$ cat config.mk
export PLATFORM = sky130hd
export DESIGN_NAME = uart_rx_frame_module
export DESIGN_NICKNAME = d
export VERILOG_FILES = /design/src/rtl/uart_rx_frame_module.sv
export SDC_FILE = /design/constraint.sdc
export NUM_CORES = 1
export LEC_CHECK = 0
export ABC_CLOCK_PERIOD_IN_PS = 2330
export CAP_MARGIN = 10
export CORE_MARGIN = 3
export CORE_UTILIZATION = 35
export DETAILED_ROUTE_END_ITERATION = 8
export MAX_ROUTING_LAYER = met4
export PLACE_DENSITY_LB_ADDON = 0.2
export SETUP_SLACK_MARGIN = 0.2
export SLEW_MARGIN = 10
export SYNTH_ARGS = -nofsm -noshare
export SYNTH_HDL_FRONTEND = slang
export SYNTH_SLANG_ARGS = --single-unit
$ cat constraint.sdc
create_clock -name CLK -period 2.33 [get_ports CLK]
set_input_delay 0.3495 -clock CLK [delete_from_list [all_inputs] [get_ports CLK]]
set_output_delay 0.3495 -clock CLK [all_outputs]
set_load 0.005 [all_outputs]
$ cat src/rtl/uart_rx_frame_module.sv
// 8N1 UART receiver: mid-bit sampling, frame/break handling and tracking of the
// transmitter's extended stop gap that closes each block of BLOCK_LEN bytes.
module uart_rx_frame_module #(
   parameter int CLK_DIV   = 434,
   parameter int BLOCK_LEN = 1638,
   parameter int GAP_BITS  = 5
) (
   input  logic        CLK,
   input  logic        RSTn,
   input  logic        RX_Pin_In,
   input  logic        en_RX,
   output logic [7:0]  RX_Data,
   output logic        RX_Done_Sig,
   output logic        Frame_Err,
   output logic        Block_End_Sig,
   output logic        Gap_Err,
   output logic [10:0] Byte_Count
);

   localparam int               GAP_W     = (GAP_BITS > 1) ? $clog2(GAP_BITS) : 1;
   localparam logic [15:0]      BIT_LAST  = 16'(CLK_DIV - 1);
   localparam logic [15:0]      HALF_LAST = 16'(CLK_DIV / 2 - 1);
   localparam logic [GAP_W-1:0] GAP_LAST  = GAP_W'(GAP_BITS - 1);
   localparam logic [10:0]      BLOCK_CNT = 11'(BLOCK_LEN);

   typedef enum logic [2:0] {
      S_IDLE,
      S_START,
      S_DATA,
      S_STOP,
      S_BREAK,
      S_GAP
   } state_t;

   state_t           state_q, state_d;
   logic [2:0]       sync_q, sync_d;
   logic [15:0]      timer_q, timer_d;
   logic [2:0]       bit_idx_q, bit_idx_d;
   logic [7:0]       shift_q, shift_d;
   logic [GAP_W-1:0] gap_cnt_q, gap_cnt_d;
   logic [7:0]       rx_data_q, rx_data_d;
   logic [10:0]      byte_count_q, byte_count_d;
   logic             rx_done_q, rx_done_d;
   logic             frame_err_q, frame_err_d;
   logic             block_end_q, block_end_d;
   logic             gap_err_q, gap_err_d;

   logic             rx_sync;
   logic             start_edge;
   logic [15:0]      timer_inc;
   logic [10:0]      byte_count_inc;

   // sync_q[1] is the synchronized line; sync_q[2] is its previous-cycle copy.
   assign sync_d         = {sync_q[1:0], RX_Pin_In};
   assign rx_sync        = sync_q[1];
   assign start_edge     = sync_q[2] & ~sync_q[1];
   assign timer_inc      = (timer_q == BIT_LAST) ? 16'd0 : timer_q + 16'd1;
   assign byte_count_inc = byte_count_q + 11'd1;

   always_comb begin
      // NOTE: every variable gets a default before the case so no latch is inferred.
      state_d      = state_q;
      timer_d      = timer_inc;
      bit_idx_d    = bit_idx_q;
      shift_d      = shift_q;
      gap_cnt_d    = gap_cnt_q;
      rx_data_d    = rx_data_q;
      byte_count_d = byte_count_q;
      rx_done_d    = 1'b0;
      frame_err_d  = 1'b0;
      block_end_d  = 1'b0;
      gap_err_d    = 1'b0;

      if (!en_RX) begin
         state_d = S_IDLE;
         timer_d = 16'd0;
      end else begin
         unique case (state_q)
            S_IDLE: begin
               timer_d = 16'd0;
               if (start_edge) state_d = S_START;
            end
            S_START: begin
               if (timer_q == HALF_LAST) begin
                  timer_d   = 16'd0;
                  bit_idx_d = 3'd0;
                  state_d   = rx_sync ? S_IDLE : S_DATA;
               end
            end
            S_DATA: begin
               if (timer_q == BIT_LAST) begin
                  shift_d   = {rx_sync, shift_q[7:1]};
                  bit_idx_d = bit_idx_q + 3'd1;
                  if (bit_idx_q == 3'd7) state_d = S_STOP;
               end
            end
            S_STOP: begin
               if (timer_q == BIT_LAST) begin
                  if (rx_sync) begin
                     rx_data_d    = shift_q;
                     rx_done_d    = 1'b1;
                     byte_count_d = byte_count_inc;
                     gap_cnt_d    = '0;
                     state_d      = (byte_count_inc == BLOCK_CNT) ? S_GAP : S_IDLE;
                  end else begin
                     frame_err_d = 1'b1;
                     state_d     = S_BREAK;
                  end
               end
            end
            S_BREAK: begin
               timer_d = 16'd0;
               if (rx_sync) state_d = S_IDLE;
            end
            S_GAP: begin
               // An early start edge is a real byte, so it goes straight to START.
               if (start_edge) begin
                  gap_err_d    = 1'b1;
                  byte_count_d = 11'd0;
                  timer_d      = 16'd0;
                  state_d      = S_START;
               end else if (!rx_sync) begin
                  timer_d   = 16'd0;
                  gap_cnt_d = '0;
               end else if (timer_q == BIT_LAST) begin
                  if (gap_cnt_q == GAP_LAST) begin
                     block_end_d  = 1'b1;
                     byte_count_d = 11'd0;
                     state_d      = S_IDLE;
                  end else begin
                     gap_cnt_d = gap_cnt_q + 1'b1;
                  end
               end
            end
            default: state_d = S_IDLE;
         endcase
      end
   end

   // Synchronizer resets to the idle-high line level so reset release is not an edge.
   always_ff @(posedge CLK or negedge RSTn) begin
      if (!RSTn) begin
         state_q      <= S_IDLE;
         sync_q       <= 3'b111;
         timer_q      <= 16'd0;
         bit_idx_q    <= 3'd0;
         shift_q      <= 8'd0;
         gap_cnt_q    <= '0;
         rx_data_q    <= 8'd0;
         byte_count_q <= 11'd0;
         rx_done_q    <= 1'b0;
         frame_err_q  <= 1'b0;
         block_end_q  <= 1'b0;
         gap_err_q    <= 1'b0;
      end else begin
         // NOTE: non-blocking assignments so every flop samples pre-edge values.
         state_q      <= state_d;
         sync_q       <= sync_d;
         timer_q      <= timer_d;
         bit_idx_q    <= bit_idx_d;
         shift_q      <= shift_d;
         gap_cnt_q    <= gap_cnt_d;
         rx_data_q    <= rx_data_d;
         byte_count_q <= byte_count_d;
         rx_done_q    <= rx_done_d;
         frame_err_q  <= frame_err_d;
         block_end_q  <= block_end_d;
         gap_err_q    <= gap_err_d;
      end
   end

   assign RX_Data       = rx_data_q;
   assign RX_Done_Sig   = rx_done_q;
   assign Frame_Err     = frame_err_q;
   assign Block_End_Sig = block_end_q;
   assign Gap_Err       = gap_err_q;
   assign Byte_Count    = byte_count_q;

endmodule

* After elaboration in Yosys (flattened, before gate mapping) *
Index checks and enable logic that the tools add are counted.

storage, ports and cells
  register bits = 59
  latch bits = 0
  bits in writable memories = 0
  memory bits (read-only) = 0
  input bits = 4
  output and inout bits = 23
  logic and storage cells = 111
  memories = 0

operators by class
  $add $sub $neg = 4
  $mul = 0
  div/mod/pow operators = 0
  $lt $le $gt $ge = 0
  equal/unequal tests = 29
  shift-type cells = 0
  mux-type cells = 54
  bitwise operators = 2
  reductions and logical operators = 10

operators by type and width
  cell                     count
  $mux W16                 5
  $mux W11                 6
  $mux W3                  20
  $pmux W16 S3             1
  $ne A3 B3 Y1 const B     11
  $pmux W11 S2             1
  $pmux W3 S6              1
  $mux W1                  17
  $add A16 B1 Y16 const B  1
  $eq A16 B8 Y1 const B    1
  $eq A16 B9 Y1 const B    1
  $reduce_and A7 Y1        2
  $eq A3 B3 Y1 const B     4
  $ne A4 B4 Y1 const B     3
  $pmux W3 S2              2
  $add A11 B1 Y11 const B  1
  $eq A11 B11 Y1 const B   1
  $ne A2 B2 Y1 const B     5
  $reduce_and A9 Y1        1
  $reduce_and A4 Y1        2
  $add A3 B1 Y3 const B    2
  $eq A3 B2 Y1 const B     2
  $reduce_bool A2 Y1       2
  $eq A3 B1 Y1 const B     1
  6 further kinds          6

* Longest topological paths before layout *
  word-level depth = 7
  mapped depth = 9
  depth with buffers taken out = 7

* Worst setup path after synthesis *
OpenSTA, ideal clock, no wires.

  path type = register to register
  start = reg timer_q[0]
  end = reg byte_count_q[10], in the netlist Byte_Count[10]
  library setup time = 0.134 ns
  data arrival time = 1.707 ns
  data required time = 2.196 ns
  path slack = 0.489 ns
  cell stages (with the launch flop) = 9
  buffers on the path = 2
  period minus slack after synthesis = 1.841 ns
  cells stage by stage = dfrtp_1 > ha_1 > nor4b_2 > and4_1 > buf_6 > o31ai_2 > or2_1 > buf_6 > o31ai_2

on the way
  word-level cells in the longest chain between the ends = 3
  elaborated cells between the ends (all ways) = 4
  those cells by class = 3 x eq/ne; 1 x reduce/logical

RTL lines
  element                                                 RTL line  source
  start: declaration                                      37        logic [15:0] timer_q, timer_d;
  start signal: assignment                                159       timer_q <= timer_d;
  $eq A16 B9 Y1 *                                         98, 125
  $ne A3 B3 Y1 (no line) or $ne A2 B2 Y1 (tied branches)  -
  $reduce_and A7 Y1 (no line) *                           -
  end signal: assignment                                  164       byte_count_q <= byte_count_d;
  end: declaration                                        42        logic [10:0] byte_count_q, byte_count_d;

Mark *: on every way between the ends. The rest lies on a longest branch, timed or not.
A chain may end at the register's enable or synchronous reset.

* Final worst setup path *
  start = reg timer_q[1]
  end = reg byte_count_q[10], in the netlist Byte_Count[10]

Same word-level chain as after synthesis.

==> results by stage <==
Outcome:
- The run finished with clean final reports.

Pwr:
- The overall power consumption is 2.54 mW.
- The leakage power of the design is approximately 1.6 nW.
- The portion of total power attributed to combinational logic is 0.180.
- The clock network power share is 0.362.
- Of the total power, the share spent switching nets is 0.308.
- The switching power total is between 700 and 800 uW.
- The proportion of power drawn by flip-flops and latches is 0.458.
- IR analysis of the VDD net gives a maximum drop of between 0.0003 and 0.0004 V.
- The power density relative to cell area is between 600 and 700 mW/mm2.
- The internal power is approximately 1.8 mW.

Final layout:
- The area added between synthesis and finish is 19.1%.
- The net total in the final layout is 353.
- In the layout the commonest cells are 56 x dfrtp_1, 32 x nor2_1, 25 x clkdlybuf4s50_1.
- In the final layout, the share of cells above drive strength 1 is 0.188.
- Leaving out fill and tap cells, the most frequent cell in the layout is dfrtp_1.
- The end-of-flow core utilization is 0.433.
- After filler insertion, the fill cell instance count of the layout stands at 838.
- The count of inserted antenna diode cells is 0.

Floorplanning:
- The standard-cell row count is 34.
- For this configuration, the core starts out at a cell density of 0.363.
- The number of I/O pins is 27.
- The height of the chip is just over 100 um.
- The die footprint is slightly above 0.01 mm2.
- The floorplan step set the die width to around 100 um.
- The core area is approximately 0.0088 mm2.

STA:
- Setup total negative slack on the finished layout was measured at 0 ps.
- Setup repair after global routing left no endpoint under its margin.
- The final-report hold violation count was 0.
- The worst slew margin relative to its limit is 0.688.
- The minimum clock period after layout is 1990 ps.
- The part of the cycle the worst path needs is 0.853.
- For the pin with the worst max-slew slack, the measured transition is ~470 ps.
- Setup violations remaining at the end of the flow were counted as 0.
- The number of max-slew violations in the final report is 0.
- On the final layout, the worst clock skew is 12.3 ps.
- The timing-limited maximum frequency is ~0.50 GHz.

Clock network:
- After clock tree synthesis, the setup repair step added 0 buffers.
- The H-tree was split into 3 levels.
- The clock insertion delay at the later pin of the skew report is about 350 ps.
- The TritonCTS clock tree is done.
- The maximum root-to-sink buffer count is 2.
- The total number of clock tree sinks is 59.
- The root buffer cell chosen for the clock tree is clkbuf_8.
- Clock-pin slew was measured on the worst setup and hold paths at 70 ps.
- TritonCTS created 9 clock buffers.

GRT:
- The number of global-route vias before repair is 2351.
- For this run, the total global-route usage over all layers was measured as 0.147.
- The number of antenna violations at the first check in global routing is 0.
- Entering global routing, the biggest net connects 31 pins.
- The first global-routing pass estimated roughly 12000 um of wire.
- The final global-route overflow total is 0.

Routing:
- After detailed routing, the number of vias per cell comes to ~5.3.
- The routed wirelength normalized by instance count is 14.9 um.
- The number of DRC markers in iteration 0 is 97.
- The count of nets left with antenna violations once routing finished came out at 0.
- For this run, design rule violations remaining after detail routing come to 0.
- For this block, the routed nets add up to between 6000 and 7000 um of wire.
- Across all layers, the routed design uses ~2400 vias.
- The detailed-router iteration count before antenna repair is 4.

Placement:
- The congestion estimate from routability-driven global placement came to approximately 0.80.
- During placement, the flow inserted port buffers numbering 26.
- The half-perimeter wire length after placement is 4790 um.

Synthesis:
- The area share of the leading cell type in the synthesized netlist is 0.438.
- The unique cell type count in the Yosys netlist is 57.
- The most used flip-flop cell after synthesis is dfrtp_1.
- The fraction of the yosys area taken by sequential cells is 0.462.
- Yosys attributes the largest share of cell area to dfrtp_1 44%, mux2_2 5.6%, nor2_1 3.8%.
- The fraction of registers with async set/reset is 1.00.
- Yosys printed 0 warnings.
- Averaged over all synthesized cells, the footprint is around 10 um2.
- The biggest area contributor in the post-synthesis netlist is dfrtp_1.
- The mapped netlist covers roughly 0.0032 mm2.
- Synthesis produced a netlist with a net count of 319.
- Synthesis inferred 59 register bits.
- The cell count after synthesis is just over 300.
- In this run, synthesis inferred 0 flip-flops with an integrated enable.

Worst setup path:
- The required time reported for the critical path endpoint is around 2600 ps.
- For the worst setup path, the data arrival time is approximately 2200 ps.
- The path type of the worst setup path is flop to flop.
- The biggest fanout along the worst timing path is 12.
- The worst setup path is launched from a flop.
- STA classifies the critical path endpoint as a flop.

Job:
- The number of maximum-capacitance constraint violations is 0.

Min path:
- In this run the worst hold path is classified as flop to flop.
## cells by family after synthesis
kind of cell | synth area share
simple gates | 0.210
flops | 0.462
compound gates | 0.146
buf+inv | 0.0391
mux | 0.0657
xor+xnor | 0.0410
fa+ha+maj | 0.0352
## cells in the mapped netlist, types with 7 or more instances
cell	count
a21oi_1	7
clkbuf_1	7
dfrtp_1	56
ha_1	9
inv_1	10
mux2_2	16
nand2_1	20
nand2b_1	7
nand3_1	10
nor2_1	32
nor2b_1	7
o31ai_1	10
o31ai_2	8
xor2_1	11
## repair_timing
item                                   CTS  global route
resized for setup                        1             2
endpoints found under the hold margin   14             0
hold buffers                             1             0
cloned                                   0             0
setup endpoints to repair                5            17
pin swaps                                0             1
## state kept, by name, indices dropped and copies added (netlist names)
name / count
RX_Done_Sig: 1
state_q: 3
timer_q: 16
bit_idx_q: 3
Frame_Err: 1
Block_End_Sig: 1
RX_Data: 8
Byte_Count: 11
sync_q: 3
Gap_Err: 1
shift_q: 8
gap_cnt_q: 3
## worst max-delay path, cell delays in order (launching register included)
cell	delay [ps]
dfrtp_1	390
inv_1	80
ha_1	160
nor4b_2	180
and4_4	330
o31ai_2	90
buf_4	200
o31ai_1	320
o31ai_2	110
## worst paths after layout
path,start,end,slack (ps),cells past startpoint
worst max-delay path,timer_q[1]$_DFF_PN0_,Byte_Count[10]$_DFFE_PN0P_,340,8
worst min-delay path,sync_q[0]$_DFF_PN1_,sync_q[1]$_DFF_PN1_,360,0
worst min register to register,sync_q[0]$_DFF_PN1_,sync_q[1]$_DFF_PN1_,360,0
worst max register to register,timer_q[1]$_DFF_PN0_,Byte_Count[10]$_DFFE_PN0P_,340,8
min in group asynchronous,RSTn,Byte_Count[6]$_DFFE_PN0P_,470,2
max in group asynchronous,RSTn,sync_q[1]$_DFF_PN1_,1250,3
## layer usage
| metal | track usage | vias up | wire [um] |
|---|---|---|---|
| met5 | - | - | 0 |
| met4 | 0.0552 | 0 | 108 |
| met3 | 0.0399 | 8 | 251 |
| li1 | - | 1167 | - |
| met1 | 0.185 | 1185 | 3220 |
| met2 | 0.227 | 48 | 3170 |
## power groups by stage
stage | combinational [mW] | sequential, mW | clock [mW]
2_1_floorplan | 0.346 | 1.13 | 0
3_5_place_dp | 0.458 | 1.18 | 0
5_1_grt | 0.517 | 1.17 | 0.991
4_1_cts | 0.462 | 1.16 | 0.951
3_3_place_gp | 0.454 | 1.18 | 0
6_report | 0.456 | 1.16 | 0.917
## stage by stage
step	instance area (um2)	instances	hold slack, ps	setup WS, ps
after global placement	3600	436	321	279
final	3810	453	359	342
after CTS	3800	453	361	247
after floorplan	3200	306	53.9	489
after global routing	3810	453	368	211
after detailed placement	3600	436	318	194
## final cells by class
class	instances	area (um2)	share of cell area
well taps	108	135	0.0354
inverters	10	37.5	0.00985
clock inverters	7	68.8	0.0181
flip-flops and latches	59	1480	0.388
repair buffers	38	360	0.0945
clock buffers	9	124	0.0325
multi-input cells	222	1610	0.421
Power figures use the tool's default switching activity.
